[config.mk]
export PLATFORM = sky130hd
export DESIGN_NAME = score_display
export DESIGN_NICKNAME = d
export VERILOG_FILES = /design/src/rtl/score_display_pkg.sv /design/src/rtl/score_display_seven_seg_encoder.sv /design/src/rtl/score_display.sv
export SDC_FILE = /design/constraint.sdc
export NUM_CORES = 1
export LEC_CHECK = 0
export CAP_MARGIN = 25
export CORE_AREA = 10 10 86 88
export DETAILED_ROUTE_END_ITERATION = 8
export DIE_AREA = 0 0 96 98
export PLACE_DENSITY = 0.83
export SLEW_MARGIN = 0
export SYNTH_ARGS = -nofsm -noshare
export SYNTH_HDL_FRONTEND = slang
export SYNTH_SLANG_ARGS = --single-unit
[constraint.sdc]
create_clock -name clock -period 4.1 [get_ports clock]
set_clock_uncertainty 0.05 [all_clocks]
set_input_delay 0.615 -clock clock [delete_from_list [all_inputs] [get_ports clock]]
set_output_delay 0.615 -clock clock [all_outputs]
set_load 0.03 [all_outputs]
[src/rtl/score_display_pkg.sv]
`default_nettype none
// ---------------------------------------------------------------------------
// Module : score_display_pkg
// Brief  : Segment patterns, FSM states and BCD helper for score_display.
// Rev    : 1.0  initial release
// ---------------------------------------------------------------------------
package score_display_pkg;

  typedef enum logic [1:0] {
    ST_IDLE   = 2'd0,
    ST_SHIFT  = 2'd1,
    ST_UPDATE = 2'd2
  } state_t;

  // Active-low {G,F,E,D,C,B,A}
  localparam logic [6:0] SEG_0     = 7'b1000000;
  localparam logic [6:0] SEG_1     = 7'b1111001;
  localparam logic [6:0] SEG_2     = 7'b0100100;
  localparam logic [6:0] SEG_3     = 7'b0110000;
  localparam logic [6:0] SEG_4     = 7'b0011001;
  localparam logic [6:0] SEG_5     = 7'b0010010;
  localparam logic [6:0] SEG_6     = 7'b0000010;
  localparam logic [6:0] SEG_7     = 7'b1111000;
  localparam logic [6:0] SEG_8     = 7'b0000000;
  localparam logic [6:0] SEG_9     = 7'b0010000;
  localparam logic [6:0] SEG_BLANK = 7'b1111111;

  localparam logic [6:0] C_MAX_SCORE = 7'd99;
  localparam logic [2:0] C_LAST_STEP = 3'd6;
  localparam logic [3:0] C_NO_DIGIT  = 4'hF;

  function automatic logic [3:0] bcd_adjust(input logic [3:0] nibble);
    return (nibble >= 4'd5) ? nibble + 4'd3 : nibble;
  endfunction

endpackage
`default_nettype wire

[src/rtl/score_display_seven_seg_encoder.sv]
`default_nettype none
// ---------------------------------------------------------------------------
// Module : seven_seg_encoder
// Brief  : BCD digit to active-low 7-segment pattern; codes 10..15 blank.
// Rev    : 1.0  initial release
// ---------------------------------------------------------------------------
module seven_seg_encoder
  import score_display_pkg::*;
(
  input  logic [3:0] bcd,
  output logic [6:0] seg
);

  always_comb begin
    seg = SEG_BLANK;
    case (bcd)
      4'd0:    seg = SEG_0;
      4'd1:    seg = SEG_1;
      4'd2:    seg = SEG_2;
      4'd3:    seg = SEG_3;
      4'd4:    seg = SEG_4;
      4'd5:    seg = SEG_5;
      4'd6:    seg = SEG_6;
      4'd7:    seg = SEG_7;
      4'd8:    seg = SEG_8;
      4'd9:    seg = SEG_9;
      default: seg = SEG_BLANK;
    endcase
  end

endmodule
`default_nettype wire

[src/rtl/score_display.sv]
`default_nettype none
// ---------------------------------------------------------------------------
// Module : score_display
// Brief  : Binary score (0..99) to two blinkable 7-segment digits via
//          iterative shift-add-3 conversion.
// Rev    : 1.0  initial release
// ---------------------------------------------------------------------------
module score_display
  import score_display_pkg::*;
#(
  parameter int BLINK_CYCLES       = 12_500_000,
  parameter bit LEADING_ZERO_BLANK = 1'b1
) (
  input  logic       clock,
  input  logic       reset_n,
  input  logic [6:0] value,
  input  logic       load,
  input  logic       blink_enable,
  output logic       busy,
  output logic       done,
  output logic       overflow,
  output logic [6:0] seg_tens,
  output logic [6:0] seg_ones
);

  localparam int C_CNT_W = (BLINK_CYCLES > 1) ? $clog2(BLINK_CYCLES) : 1;
  localparam logic [C_CNT_W-1:0] C_CNT_MAX = C_CNT_W'(BLINK_CYCLES - 1);

  state_t             r_state;
  state_t             w_state_next;
  logic [6:0]         r_bin;
  logic [7:0]         r_bcd;
  logic [7:0]         w_bcd_adj;
  logic [2:0]         r_bit_cnt;
  logic [3:0]         r_tens;
  logic [3:0]         r_ones;
  logic               r_done;
  logic               r_overflow;
  logic [6:0]         r_seg_tens;
  logic [6:0]         r_seg_ones;
  logic [C_CNT_W-1:0] r_blink_cnt;
  logic               r_phase_on;
  logic               w_cnt_wrap;
  logic               w_phase_on_next;
  logic [3:0]         w_tens_src;
  logic [3:0]         w_ones_src;
  logic [6:0]         w_tens_pat;
  logic [6:0]         w_ones_pat;
  logic [6:0]         w_tens_shown;
  logic               w_accept;

  always_ff @(posedge clock or negedge reset_n) begin
    if (!reset_n) r_state <= ST_IDLE;
    else          r_state <= w_state_next;
  end

  always_comb begin
    w_state_next = r_state;
    w_accept     = 1'b0;
    busy         = 1'b1;
    case (r_state)
      ST_IDLE: begin
        busy     = 1'b0;
        w_accept = load;
        if (load) w_state_next = ST_SHIFT;
      end
      ST_SHIFT:  if (r_bit_cnt == C_LAST_STEP) w_state_next = ST_UPDATE;
      ST_UPDATE: w_state_next = ST_IDLE;
      default:   w_state_next = ST_IDLE;
    endcase
  end

  assign w_bcd_adj = {bcd_adjust(r_bcd[7:4]), bcd_adjust(r_bcd[3:0])};

  always_ff @(posedge clock or negedge reset_n) begin
    if (!reset_n) begin
      r_bin      <= '0;
      r_bcd      <= '0;
      r_bit_cnt  <= '0;
      r_tens     <= C_NO_DIGIT;
      r_ones     <= C_NO_DIGIT;
      r_done     <= 1'b0;
      r_overflow <= 1'b0;
    end else begin
      r_done <= (r_state == ST_UPDATE);
      if (w_accept) begin
        r_bin      <= (value > C_MAX_SCORE) ? C_MAX_SCORE : value;
        r_bcd      <= '0;
        r_bit_cnt  <= '0;
        r_overflow <= (value > C_MAX_SCORE);
      end else if (r_state == ST_SHIFT) begin
        {r_bcd, r_bin} <= {w_bcd_adj[6:0], r_bin, 1'b0};
        r_bit_cnt      <= r_bit_cnt + 3'd1;
      end else if (r_state == ST_UPDATE) begin
        r_tens <= r_bcd[7:4];
        r_ones <= r_bcd[3:0];
      end
    end
  end

  // Phase for the cycle the output registers are about to present, so the
  // display follows blink_enable without an extra cycle of lag.
  assign w_cnt_wrap      = (r_blink_cnt == C_CNT_MAX);
  assign w_phase_on_next = !blink_enable ? 1'b1 : (w_cnt_wrap ? ~r_phase_on : r_phase_on);

  always_ff @(posedge clock or negedge reset_n) begin
    if (!reset_n) begin
      r_blink_cnt <= '0;
      r_phase_on  <= 1'b1;
    end else begin
      r_phase_on <= w_phase_on_next;
      if (!blink_enable || w_cnt_wrap) r_blink_cnt <= '0;
      else                             r_blink_cnt <= r_blink_cnt + 1'b1;
    end
  end

  // Bypass the digit registers in UPDATE so segments land with done.
  assign w_tens_src = (r_state == ST_UPDATE) ? r_bcd[7:4] : r_tens;
  assign w_ones_src = (r_state == ST_UPDATE) ? r_bcd[3:0] : r_ones;

  seven_seg_encoder u_enc_tens (
    .bcd (w_tens_src),
    .seg (w_tens_pat)
  );

  seven_seg_encoder u_enc_ones (
    .bcd (w_ones_src),
    .seg (w_ones_pat)
  );

  assign w_tens_shown = (LEADING_ZERO_BLANK && (w_tens_src == 4'd0)) ? SEG_BLANK : w_tens_pat;

  always_ff @(posedge clock or negedge reset_n) begin
    if (!reset_n) begin
      r_seg_tens <= SEG_BLANK;
      r_seg_ones <= SEG_BLANK;
    end else begin
      r_seg_tens <= w_phase_on_next ? w_tens_shown : SEG_BLANK;
      r_seg_ones <= w_phase_on_next ? w_ones_pat   : SEG_BLANK;
    end
  end

  assign done     = r_done;
  assign overflow = r_overflow;
  assign seg_tens = r_seg_tens;
  assign seg_ones = r_seg_ones;

endmodule
`default_nettype wire
==> flow_summary.ini <==
[status]
status = complete, no violations

[final_layout]
seqCellArea_sq_um = 1760
syn_to_final_growth_pct = 16.5
fillers = 449
nNetsFinal = 410
multi_input_area_sq_um = 1590
antenna_cells = 0
drive_gt1_frac = 0.137

[global_route]
grt_pass1_vias = 2583
grt-ovfl-total = 0
met3_usage = 0.0521
track_usage = 0.157
use_met1 = 0.205
grt.busiest_layer = met2
grt_pass1_wl_mm = 12.0
antenna_found_initial = 0
grt_max_degree = 49
gr-usage-met2 = 0.241

[synthesis]
muxShareOfSynthArea = 0.0297
synth_edf_count = 0
ys_seq_area_frac = 0.507
synthAdderAreaFrac = 0.0615
ys_warn_count = 0
synth_async_sr_flop_share = 1.00
synthDistinctLibCells = 45
synth-seq-cells = 69
synth_xor_xnor_area_share = 0.0658
synth_top_family_by_area = simple AND/OR/NAND/NOR gates
synth_compound_area_frac = 0.106
netlist_area_sq_um = 3460
synth_ff_type = dfrtp_1
synthCells = 352
syn_nets = 380
syn_avg_cell_area_sq_um = 9.83
yosys.area_share.simple = 0.196

[floorplanning]
die_area_sq_um = 9410
ioPinCount = 28
core_region_area_sq_um = 5750
die_x_microns = 96
start_util = 0.602
core.rowCount = 28
die_y_microns = 98

[drt]
route.detailed.drc = 0
wirelength_mm = 6.82
num_vias = 2529
firstDrtPassIters = 4
vias_per_cell = 5.47
drt-initial-drc-count = 126
antenna_left = 0
routedWlPerCell_microns = 14.8

[critical_path]
worst-path-max-fanout = 18
rr_startpoint = r_state[0]
slowest_stage = nand2b_1
reg2reg_to = seg_tens[6]
reg2reg_setup_slack_ns = 1.20
rr_worst_depth = 9
critPathBufInv = 1
worst_ep_arrival_time_ns = 3.10
crit_type = register to register
cp_top_family = simple AND/OR/NAND/NOR gates
crit_chain = nand2b_1 > o21ai_0 > inv_1 > ha_1 > nor4bb_1 > a31o_2 > o2bb2ai_1 > nor3b_2 > o21ai_1
critPathLaunchType = register
worstSetupEndpointType = register
critical_path_depth = 9
cp.required_ns = 4.30
slowest_delay_ns = 0.49

[clock_network]
cts.clk_slew.worst_paths_ns = 0.07
cts_hold_buf = 0
insertion_delay_ns = 0.34
htreeDepth = 3
post_cts_buffers = 0
cts_resized = 0
cts_buffers = 9
tritoncts = built
cts.sinks = 69
clk_path_buf_depth = 2
clock-root-buffer = clkbuf_8

[timing]
fin_crit_sh = 0.706
finalHoldViolCount = 0
worst_slew_pin_slew_ns = 0.786
fin_crit_ns = 2.90
max_freq_mhz = 345
setup_viol = 0
relSlewSlack = 0.475
rsz0062_at_grt = false
setup_tns_ns = 0
slew_viol_final = 0

[power_and_ir_drop]
ir_worst_vdd_uv = 491
powerDensity_nw_per_um2 = 681
fin_total_pwr_mw = 2.74
leakage_nw = 1.80

[place]
gp_congestion = 0.873
place_hpwl_mm = 4.73
port_buffers = 27

[job]
cap_violations = 0

[hold_path]
hp-class = input port to asynchronous set/reset pin
-- per-layer routing --
layer  wire (microns)  up-vias
met5                0        -
met4               89        0
met3              460        9
met2             3230       67
met1             3040     1204
li1                 -     1249
-- cell type report --
cell class | count | area share
inverter | 20 | 0.0186
multi-input combinational | 253 | 0.394
sequential | 69 | 0.436
tap | 75 | 0.0233
timing repair buffer | 29 | 0.0727
clock inverter | 5 | 0.0205
clock buffer | 11 | 0.0351
-- through the flow --
stage	utilization	setup slack [ns]	std cells	hold slack, ns	instance area, sq um
after floorplan	-	1.60	352	0.269	3460
after global placement	0.659	1.36	445	0.409	3780
after detailed placement	0.659	1.25	445	0.415	3780
after CTS	0.698	1.20	461	0.432	4010
after global routing	0.701	0.858	462	0.0689	4030
final	0.701	1.20	462	0.0768	4030
-- power by group --
group / total (mW) / internal (mW) / switching (mW)
Sequential: 1.05 / 0.932 / 0.116
Clock: 0.624 / 0.362 / 0.262
Combinational: 1.07 / 0.429 / 0.644
-- cell usage in the layout, fill, tap and decap left out, types with 3 or more instances in the layout --
master           count
nand2b_1             5
nor2_1              48
nor3_1               5
nand2_1             35
and2_1               4
ha_1                17
nand4_1              6
dfstp_2             23
clkbuf_8            10
o21ai_1             10
o31ai_1              3
dfrtp_1             46
mux2i_1              8
nor4_1               5
clkdlybuf4s50_1     26
nand3_1             14
xnor2_1             14
o21ai_0             19
a21oi_1             17
xor2_1              12
inv_1               20
-- synthesized netlist by cell type, types with 2 or more instances --
cell       n  area share
nand3_1   14       0.020
o21ai_0   19       0.027
nor2_1    48       0.052
nand2_1   35       0.038
a32o_1     2      0.0058
nor2b_1    2      0.0036
a21oi_1   17       0.025
xor2_1    12       0.030
nor4_1     5      0.0090
mux2_2     2      0.0065
nor3_1     5      0.0072
a31o_2     2      0.0051
mux2i_1    8       0.023
clkbuf_1   7      0.0076
inv_1     20       0.022
nand2b_1   5      0.0090
dfstp_2   23        0.17
nand4_1    6       0.011
and2_1     4      0.0072
a22oi_1    2      0.0043
ha_1      17       0.061
nor4bb_1   2      0.0058
xnor2_1   14       0.035
or3_1      2      0.0036
buf_2      3      0.0043
o21ai_1   10       0.014
o31ai_1    3      0.0065
dfrtp_1   46        0.33
-- cells by family after synthesis --
logic type               after synthesis
AO/OA/AOI/OAI                         62
XOR/XNOR                              26
adder cells (fa/ha/maj)               17
buffers and inverters                 30
flip-flops                            69
multiplexers                          10
AND/OR/NAND/NOR                      138
-- worst max-delay path by stage --
stage,slack [ns],to,from
2_1_floorplan,1.60,seg_tens[0],r_state[0]
3_3_place_gp,1.36,seg_tens[6],r_state[0]
3_5_place_dp,1.25,seg_tens[3],r_state[0]
4_1_cts,1.20,seg_tens[3],r_state[0]
5_1_grt,0.86,seg_tens[0],r_state[0]
6_report,1.20,seg_tens[6],r_state[0]
-- registers in the layout, indices dropped and copies added, names as in the netlist --
register	count
r_state	2
overflow	1
done	1
r_bcd	8
r_bit_cnt	3
r_tens	4
r_blink_cnt	24
r_bin	7
seg_tens	7
r_phase_on	1
r_ones	4
seg_ones	7
(Power assumes the default switching activity.)
